[src/rtl/pc_fetch_unit.sv]
// PC register and two-state instruction fetch sequencer with redirect capture.
// Optional PC_ALIGN_CHECK_EN: misaligned redirect targets trap to TRAP_VECTOR.
module pc_fetch_unit #(
  parameter logic [31:0] RESET_PC    = 32'h0000_0000,
  parameter logic [31:0] TRAP_VECTOR = 32'h8000_0180
) (
  input  logic        clk,
  input  logic        reset,
  input  logic        stall,
  input  logic [31:0] pc_plus4,
  input  logic        branch_taken,
  input  logic [31:0] branch_target,
  input  logic        jump,
  input  logic [31:0] jump_target,
  input  logic        imem_ack,
  input  logic [31:0] imem_rdata,
  output logic [31:0] pc,
  output logic        imem_req,
  output logic [31:0] imem_addr,
  output logic [31:0] instr,
  output logic        instr_valid,
  output logic        misalign_trap
);

  typedef enum logic {
    FETCH   = 1'b0,
    DELIVER = 1'b1
  } state_t;

  state_t      state;
  state_t      state_nxt;
  logic        redirect;
  logic [31:0] raw_target;
  logic [31:0] tgt;
  logic [31:0] next_pc;
  logic        pend_valid;
  logic [31:0] pend_target;
  logic        fetch_redir;
  logic [31:0] fetch_target;

  assign redirect   = jump | branch_taken;
  assign raw_target = jump ? jump_target : branch_target;

`ifdef PC_ALIGN_CHECK_EN
  logic tgt_trap;
  logic pend_trap;
  logic trap_q;

  assign tgt_trap = (raw_target[1:0] != 2'b00);
  assign tgt      = tgt_trap ? TRAP_VECTOR : raw_target;
  assign misalign_trap = trap_q;

  // Trap pulse fires on the cycle pc is loaded with TRAP_VECTOR
  always_ff @(posedge clk) begin
    if (reset) begin
      trap_q    <= 1'b0;
      pend_trap <= 1'b0;
    end else begin
      trap_q <= 1'b0;
      unique case (state)
        FETCH: begin
          if (imem_ack) begin
            if (fetch_redir) begin
              trap_q <= pend_valid ? pend_trap
                                   : tgt_trap;
            end
            pend_trap <= 1'b0;
          end else if (redirect && !pend_valid) begin
            pend_trap <= tgt_trap;
          end
        end
        DELIVER: begin
          if (!stall && redirect) begin
            trap_q <= tgt_trap;
          end
        end
      endcase
    end
  end
`else
  assign tgt = raw_target & 32'hFFFF_FFFC;
  assign misalign_trap = 1'b0;
`endif

  assign next_pc      = redirect ? tgt : pc_plus4;
  assign fetch_redir  = pend_valid | redirect;
  assign fetch_target = pend_valid ? pend_target : tgt;
  assign imem_addr    = pc;

  // State register
  always_ff @(posedge clk) begin
    if (reset) begin
      state <= FETCH;
    end else begin
      state <= state_nxt;
    end
  end

  // Next-state: ack moves to DELIVER unless a redirect kills the word
  always_comb begin
    state_nxt = state;
    unique case (state)
      FETCH: begin
        if (imem_ack && !fetch_redir) begin
          state_nxt = DELIVER;
        end
      end
      DELIVER: begin
        if (!stall) begin
          state_nxt = FETCH;
        end
      end
    endcase
  end

  // Outputs decoded from state
  always_comb begin
    imem_req = (state == FETCH);
  end

  // PC, instruction and pending-redirect datapath
  always_ff @(posedge clk) begin
    if (reset) begin
      pc          <= RESET_PC;
      instr       <= '0;
      instr_valid <= 1'b0;
      pend_valid  <= 1'b0;
      pend_target <= '0;
    end else begin
      unique case (state)
        FETCH: begin
          if (imem_ack) begin
            if (fetch_redir) begin
              pc         <= fetch_target;
              pend_valid <= 1'b0;
            end else begin
              instr       <= imem_rdata;
              instr_valid <= 1'b1;
            end
          end else if (redirect && !pend_valid) begin
            pend_valid  <= 1'b1;
            pend_target <= tgt;
          end
        end
        DELIVER: begin
          if (!stall) begin
            pc          <= next_pc;
            instr_valid <= 1'b0;
          end
        end
      endcase
    end
  end

endmodule

[config.mk]
export PLATFORM = sky130hd
export DESIGN_NAME = pc_fetch_unit
export DESIGN_NICKNAME = d
export VERILOG_FILES = /design/src/rtl/pc_fetch_unit.sv
export SDC_FILE = /design/constraint.sdc
export NUM_CORES = 1
export LEC_CHECK = 0
export ABC_AREA = 1
export CAP_MARGIN = 20
export CORE_AREA = 2 2 121 123
export CTS_CLUSTER_SIZE = 25
export DETAILED_ROUTE_END_ITERATION = 10
export DIE_AREA = 0 0 123 125
export HOLD_SLACK_MARGIN = 0.03
export PLACE_DENSITY = 0.82
export SYNTH_ARGS = -nofsm -noshare
export SYNTH_HDL_FRONTEND = slang
export SYNTH_SLANG_ARGS = --single-unit
[constraint.sdc]
create_clock -name clk -period 1.5 [get_ports clk]
set_clock_uncertainty 0.15 [all_clocks]
set_input_delay 0.375 -clock clk [delete_from_list [all_inputs] [get_ports clk]]
set_output_delay 0.375 -clock clk [all_outputs]
set_load 0.005 [all_outputs]
==> summary.txt, run 1 <==
Initial antenna violation count - 0
Mapped Area - 5400 µm²
Drt via density - 5.26
Worst skew pair latency - 360 ps
Io pins - 233
Worst Setup Start Kind - flop
Sequential share of power - 36.3%
PnR worst setup slack - -127 ps
WP data required - 1600 ps
Power share of the clock group - 30.9%
Final core occ - 68.7%
Layout cell share with drive strength beyond 1 - 35.3%
Drt pass-1 iters - 5
PortBufs - 227
HP Class - flop to flop
CTS root buffer - clkbuf_16
Post-DP Area - 7780 µm²
Hpwl dp - 12600 µm
Ys Warns - 0
PwrDens - 827 nW/µm²
Pint - 5.49 mW
Initial Utilization - 38.0%
Total power - 8.08 mW
Max VDD drop - 0.651 mV
Crit-path max FO - 34
Max clock buf depth - 2
Routed length per instance - 18.2 µm
Synth Net Count - 995
Global route overflow - 0
Clock buffer count from CTS - 9
Reg clk slew, reported paths - 70 ps
Post-Syn Area per Cell - 6.28 µm²
Fin. max-slew vios - 0
Mapped Cells - 861
Clock sink count - 97
Fin crit share - 108%
Setup violators final - 94
RSZ-0062 raised after global routing - true
Final ANT Viol Nets - 0
Leak Pwr - 4.51 nW
Post-synthesis sequential area ratio - 35.9%
Sw Share - 32.0%
Combinational Power Share - 32.9%
Die span in y - 125 µm
Fin crit period - 1630 ps
Via count - 6813
Status - finished, violations left
Failing checks - negative setup slack
Largest net degree at the start of global routing - 39
DIE WIDTH - 123 µm
DP Worst Slack - -612 ps
GRT Util Overall - 27.2%
Die ar. - 15400 µm²
Routed WL - 23600 µm
Placer Congestion - 0.880
Vias in the first global route - 6188
Max-cap violations - 0
Yosys cell types - 19
# DRC - 0
Critical path class - flop to flop
Hold Fails Final Rpt - 0
Antenna diodes - 0
Worst setup EP type - flop
Row count - 44
Final setup TNS - -5270 ps
Area grow syn2layout - 80.6%
Global-route wire length before repair - 32500 µm
Hold_buf cts - 0
CTS tree - yes
Psw - 2.58 mW
Fmax - 615 MHz
H-tree Lvls - 3
DRT iter0 DRCs - 594
Core area - 14200 µm²
Post-layout instance area - 9760 µm²
# nets final - 1241
CP arrival - 1730 ps
Register bit total from synthesis - 97
[sequential cells by signal (all words and copies together), names as in the netlist]
name,flops
instr_valid,1
state,1
pend_target,30
pend_valid,1
instr,32
imem_addr,32
[power by group through the flow]
stage,combinational (mW),sequential [mW],clock [mW]
5_1_grt,2.85,2.94,2.62
2_1_floorplan,1.02,2.92,0
4_1_cts,2.35,2.89,2.51
3_3_place_gp,1.91,2.95,0
6_report,2.66,2.93,2.49
3_5_place_dp,1.94,2.96,0
[area by class of cell]
type,count,area (µm²)
Multi-Input combinational cell,641,3660
Clock buffer,9,225
Clock inverter,7,92.6
Sequential cell,97,2030
Tap cell,184,230
Fill cell,1031,4440
Timing Repair Buffer,327,3390
Inverter,31,124
[synthesized netlist by cell type]
cell type  count  area (µm²)
o21bai_1      30         225
a21oi_1       65         325
clkbuf_1      19        71.3
buf_1          3        11.3
nor2_4         2        22.5
nor2_1       165         619
nand2_2        2        12.5
nand2_1      246         923
nor2_8         1        20.0
inv_2          3        11.3
buf_2         29         145
inv_1         28         105
nand3_1      101         505
buf_4         41         308
conb_1         1        3.75
o21ai_0       20         100
o21ai_1        6        30.0
dfxtp_1       97        1940
nand2_4        2        22.5
[final timing paths]
kind	to	startpoint	cells past startpoint	slack, ps
min	instr[5]	instr[5]	2	310
max reg2reg	imem_addr[22]	state	7	-130
max	imem_addr[22]	state	7	-130
min reg2reg	instr[5]	instr[5]	2	310
[cells in the final DEF (no fill, tap or decap), types with 2 or more instances in the layout]
| cell type | netlist | routed |
|---|---|---|
| o21bai_1 | 30 | 29 |
| inv_6 | 0 | 4 |
| nand2_1 | 246 | 171 |
| clkdlybuf4s50_1 | 0 | 124 |
| clkbuf_2 | 0 | 21 |
| nand2_4 | 2 | 48 |
| nand3_1 | 101 | 84 |
| nor2_2 | 0 | 14 |
| nand3_2 | 0 | 12 |
| inv_2 | 3 | 2 |
| buf_2 | 29 | 5 |
| buf_6 | 0 | 15 |
| a21oi_1 | 65 | 27 |
| clkdlybuf4s15_2 | 0 | 2 |
| dlygate4sd2_1 | 0 | 38 |
| nand2_2 | 2 | 29 |
| dfxtp_1 | 97 | 33 |
| inv_1 | 28 | 27 |
| buf_4 | 41 | 57 |
| dfxtp_2 | 0 | 60 |
| o21ai_0 | 20 | 2 |
| nand2_8 | 0 | 2 |
| buf_12 | 0 | 11 |
| o21ai_1 | 6 | 2 |
| nor2_4 | 2 | 4 |
| nor2_1 | 165 | 149 |
| nand3_4 | 0 | 5 |
| dfxtp_4 | 0 | 4 |
| o21ai_2 | 0 | 22 |
| buf_8 | 0 | 4 |
| buf_16 | 0 | 13 |
| a21oi_2 | 0 | 38 |
| clkdlybuf4s15_1 | 0 | 33 |
| clkbuf_16 | 0 | 13 |
[critical path: stages (launching register included)]
cell and delay, ps:
dfxtp_4 360, buf_6 120, buf_4 370, nor2_1 130, nand2_1 160, nand2_4 60, nor2_1 120, nor2_1 50
[routing by layer]
metal	share of wire [%]	GRT usage, %	vias up	routed length [µm]
li1	-	-	3210	-
met1	38	34.8	3173	9070
met2	50	44.1	338	11700
met3	6.7	4.56	92	1580
met4	5.2	13.2	0	1220
met5	0	0	-	0
[what timing repair did]
action	CTS	global route
gates cloned	14	4
endpoints found under the hold margin	0	0
buffers inserted	41	10
setup endpoints to repair	195	143
gates resized for setup	294	265
pin swaps	38	41
[stage by stage]
stage / hold slack (ps) / cells
CTS: 310 / 1286
global placement: 296 / 1217
detailed placement: 302 / 1217
finish: 308 / 1296
global route: 327 / 1296
floorplan: 290 / 861
[cells by family after synthesis]
family | count (synthesis) | share of synthesized area (%)
compound gates | 121 | 12.6
buf+inv | 123 | 12.1
flops | 97 | 35.9
other cells | 1 | 0.0694
simple gates | 519 | 39.3
(Power assumes the default switching activity.)
==> run 2: changes to the inputs <==
PLACE_DENSITY = 0.77   (was 0.82)
==> summary.txt, run 2 (synthesized netlist as in run 1, its figures left out) <==
Fmax - 639 MHz
Worst skew pair latency - 350 ps
Seq. cell area - 2000 µm²
Hold Fails Final Rpt - 0
Largest net degree at the start of global routing - 52
GRT Util Overall - 24.2%
Hold Path Sink - instr[16]
Reg clk slew, reported paths - 70 ps
Worst Hold Slack - 311 ps
Max-cap violations - 0
Fin crit share - 104%
Antenna diodes - 0
HP Start - instr[16]
DRT iter0 DRCs - 420
Worst r2r path cells - 9
Drt via density - 5.03
Layout fillers - 1299
Row count - 44
Clock buffer count from CTS - 9
Initial Utilization - 38.0%
CP arrival - 1660 ps
Reg2reg end - imem_addr[27]
Drt pass-1 iters - 7
R2R Setup Slk - -30 ps
Hpwl dp - 12400 µm
Routed length per instance - 15.6 µm
PwrDens - 846 nW/µm²
Max clock buf depth - 2
Initial antenna violation count - 1
Placer Congestion - 0.873
Crit-path max FO - 6
DP Cell Count - 1221
Post-layout instance area - 8730 µm²
Most common cell after layout, fill and taps aside - nand2_1
Global-route wire length before repair - 29600 µm
CTS tree - yes
Vias in the first global route - 5856
Gr busiest metal - met2
Area grow syn2layout - 61.6%
Worst Setup Start Kind - primary input
Die span in y - 125 µm
Io pins - 233
Fin crit period - 1570 ps
RSZ-0062 raised after global routing - true
Fin. max-slew vios - 0
Critical path class - primary input to flop
HP Class - flop to flop
# DRC - 0
Final setup TNS - -476 ps
Failing checks - negative setup slack
WP data required - 1590 ps
Core area - 14200 µm²
Routed WL - 19900 µm
Via count - 6405
Layout cell share with drive strength beyond 1 - 19.2%
PnR worst setup slack - -65.4 ps
DIE WIDTH - 123 µm
Post-DP Area - 7830 µm²
Global-route track usage on met2 - 38.6%
Die ar. - 15400 µm²
Multi-input gate area - 3010 µm²
CTS root buffer - clkbuf_16
Status - finished, violations left
H-tree Lvls - 3
Global route overflow - 0
GR Layer Usage met3 - 5.16%
Reg2reg start - state
Leak Pwr - 4.21 nW
# nets final - 1219
PortBufs - 227
Hold-critical path depth - 2
Clock sink count - 97
GRT met1 Usage - 31.2%
Max VDD drop - 0.686 mV
Post-route insts no fill - 1273
Commonest non-fill, non-tap cells in the layout - nand2_1, nor2_1, clkdlybuf4s50_1
Final ANT Viol Nets - 0
Worst setup EP type - flop
Final core occ - 61.5%
Setup violators final - 14
## run 2: how the worst max path moves through the flow
stage | startpoint | endpoint | slack (ps) | depth (start not counted)
after floorplan | imem_ack | imem_addr[16] | -9 | 9
after global placement | imem_ack | imem_addr[12] | -590 | 9
after detailed placement | imem_ack | imem_addr[12] | -600 | 9
after CTS | imem_addr[27] | imem_addr[27] | -60 | 2
after global routing | jump | imem_addr[4] | -100 | 11
final | imem_ack | imem_addr[27] | -70 | 11
## run 2: per-stage QoR
step           total power, mW  setup WS [ps]
2_1_floorplan             3.95          -8.85
3_3_place_gp              4.88           -589
3_5_place_dp              4.91           -604
4_1_cts                   7.18          -60.0
5_1_grt                   7.75           -102
6_report                  7.38          -65.4
## run 2: layout make-up
class                           instances  share of cell area [%]
Clock buffer                            9                    2.58
Clock inverter                          6                   0.588
Inverter                               31                    1.39
Multi-Input combinational cell        642                    34.4
Sequential cell                        97                    22.9
Tap cell                              184                    2.64
Timing Repair Buffer                  304                    35.4
## run 2: layer usage
layer  up-vias  wire length [µm]
li1       3166                 -
met1      2941              8300
met2       251              9560
met3        45              1410
met4         2               635
met5         -                13
## run 2: repair_timing
item	in CTS	in global routing
gates cloned	4	9
endpoints found under the hold margin	0	0
hold buffers	0	0
setup endpoints to repair	195	111
setup buffers	23	3
resized for setup	186	103
pin swaps	10	43
## run 2: worst max-delay path: stages
cell and delay (ps):
dlygate4sd2_1 330, inv_2 90, nand2_4 90, nand2_2 60
nor2_4 120, buf_6 130, buf_6 120, buf_12 120
nand2_1 60, nor2_1 100, nor2_1 50
## run 2: power by group
group | internal, mW | switching (mW)
Clock | 1.14 | 1.09
Sequential | 2.78 | 0.116
Combinational | 1.19 | 1.06
==> run 3: changes to the inputs <==
ABC_AREA = not set   (was 1)
CORE_AREA = 2 2 123 125   (was 2 2 121 123)
DIE_AREA = 0 0 125 127   (was 0 0 123 125)
PLACE_DENSITY = 0.76   (was 0.77)
==> summary.txt, run 3 <==
Largest area contributor in the netlist - dfxtp_1
WP data required - 1560 ps
Failing checks - negative setup slack
Worst Hold Slack - 287 ps
Hpwl dp - 13000 µm
Worst skew pair latency - 330 ps
Die span in y - 127 µm
Leak Pwr - 4.11 nW
Yosys cell types - 34
Compound-Gate Fraction of Synth Area - 31.3%
Crit-path max FO - 8
Vias in the first global route - 6606
Worst Setup Start Kind - flop
Commonest non-fill, non-tap cells in the layout - clkdlybuf4s50_1, dlygate4sd2_1, buf_4
Setup violators final - 95
CTS root buffer - clkbuf_16
Max clock buf depth - 2
Row count - 44
Fin crit period - 1710 ps
HP Class - primary input to flop
Routed length per instance - 21.6 µm
Post-synthesis sequential area ratio - 34.6%
Xor and xnor area share after synthesis - 0%
Post-synthesis mux area share - 11.4%
Io pins - 233
Drt via density - 5.84
Post-synth ARST share - 0%
Count leader, synth - dfxtp_1
Post-route insts no fill - 1086
Fin crit share - 114%
Number of synthesized flops with an enable pin - 0
Synth Net Count - 764
Max-cap violations - 0
Clock buffer count from CTS - 9
Area grow syn2layout - 80.5%
Die ar. - 15900 µm²
H-tree Lvls - 3
Final ANT Viol Nets - 0
Mapped Area - 5610 µm²
Initial Utilization - 38.9%
Worst setup EP type - flop
Fmax - 585 MHz
Max VDD drop - 0.559 mV
Main synth FF type - dfxtp_1
DIE WIDTH - 125 µm
Antenna diodes - 0
Synth area leaders - dfxtp_1, a211oi_1, mux2_2, a21oi_1, buf_4
Largest family of logic cells by synthesized area - compound AO/OA/AOI/OAI gates
CTS tree - yes
RSZ-0062 raised after global routing - true
PnR worst setup slack - -209 ps
Post-synth top area share - 34.6%
Ys Warns - 0
# nets final - 1032
PwrDens - 775 nW/µm²
Drt pass-1 iters - 4
Via count - 6338
Hold_buf cts - 0
Initial antenna violation count - 0
Post-Syn Area per Cell - 8.90 µm²
Global route overflow - 0
Adder-cell share of the synthesized area - 0%
Synth cell count leaders - dfxtp_1, a21oi_1, a211oi_1
Reg clk slew, reported paths - 70 ps
Status - finished, violations left
PortBufs - 227
Post-Synth Simple-Gate Area - 11.8%
Critical path class - flop to flop
Most common cell after layout, fill and taps aside - clkdlybuf4s50_1
GRT Util Overall - 28.3%
Largest net degree at the start of global routing - 46
Clock sink count - 97
Mapped Cells - 630
Global-route wire length before repair - 36000 µm
# DRC - 0
Layout cell share with drive strength beyond 1 - 45.5%
DRT iter0 DRCs - 448
Routed WL - 23500 µm
Fin. max-slew vios - 0
Placer Congestion - 0.845
DP Cell Count - 1012
Core area - 14400 µm²
Hold Fails Final Rpt - 0
Register bit total from synthesis - 97
CP arrival - 1770 ps
run 3: logic make-up (layout without fill, tap and decap cells):
group | Yosys count | after routing
AOI/OAI and AO/OA | 252 | 252
and+or+nand+nor | 110 | 116
buffers and inverters | 110 | 376
DFF | 97 | 97
muxes | 60 | 60
other | 1 | 1
run 3: critical path: stages, from the launching register on:
cell	delay, ps
dfxtp_4	360
buf_6	130
buf_6	120
o21ba_4	260
buf_6	120
buf_6	90
and2_4	250
a211oi_2	110
run 3: timing repair:
action                                  CTS  global route
pin swaps                                73            41
gates resized for setup                 301            72
cloned                                   21             0
setup buffers                            37             6
endpoints found under the setup margin  193           114
endpoints found under the hold margin     0             0
run 3: layout make-up:
cell class              instances  area, µm²
clock buffers                  11        253
clock inverters                 4       51.3
fillers                      1077       4300
inverters                       2       10.0
multi-input cells             429       3860
flip-flops and latches         97       2010
well taps                     184        230
repair buffers                359       3710
run 3: stage by stage:
stage	power (mW)	TNS (ps)	utilization [%]	instance area, µm²	setup WS (ps)
after floorplan	3.96	-7950	-	5710	-145
after global placement	4.93	-43860	58.1	8370	-548
after detailed placement	4.99	-48710	58.1	8370	-642
after CTS	7.75	-10860	69.0	9950	-183
after global routing	8.15	-15630	70.2	10100	-226
final	7.84	-13100	70.2	10100	-209
run 3: path summary, 6_finish.rpt:
check                           cells after the start     start  slack [ps]         endpoint
worst max-delay path                                7     state        -210  pend_target[18]
worst min-delay path                                2     reset         290      instr_valid
worst max register to register                      7     state        -210  pend_target[18]
worst min register to register                      2  instr[3]         310         instr[3]
run 3: power by group:
part	internal, mW	total (mW)	leakage (nW)	switching (mW)
Combinational	1.41	2.53	3.15	1.13
Sequential	2.78	2.93	0.818	0.145
Clock	1.38	2.38	0.148	1.00
run 3: layer usage:
metal	share of wire, %	global-route usage (%)	vias to the layer above	wire [µm]
li1	-	-	2905	-
met1	40	34.1	3101	9490
met2	51	49.7	282	12100
met3	5.4	5.11	50	1270
met4	2.8	12.1	0	653
met5	0	0	-	0
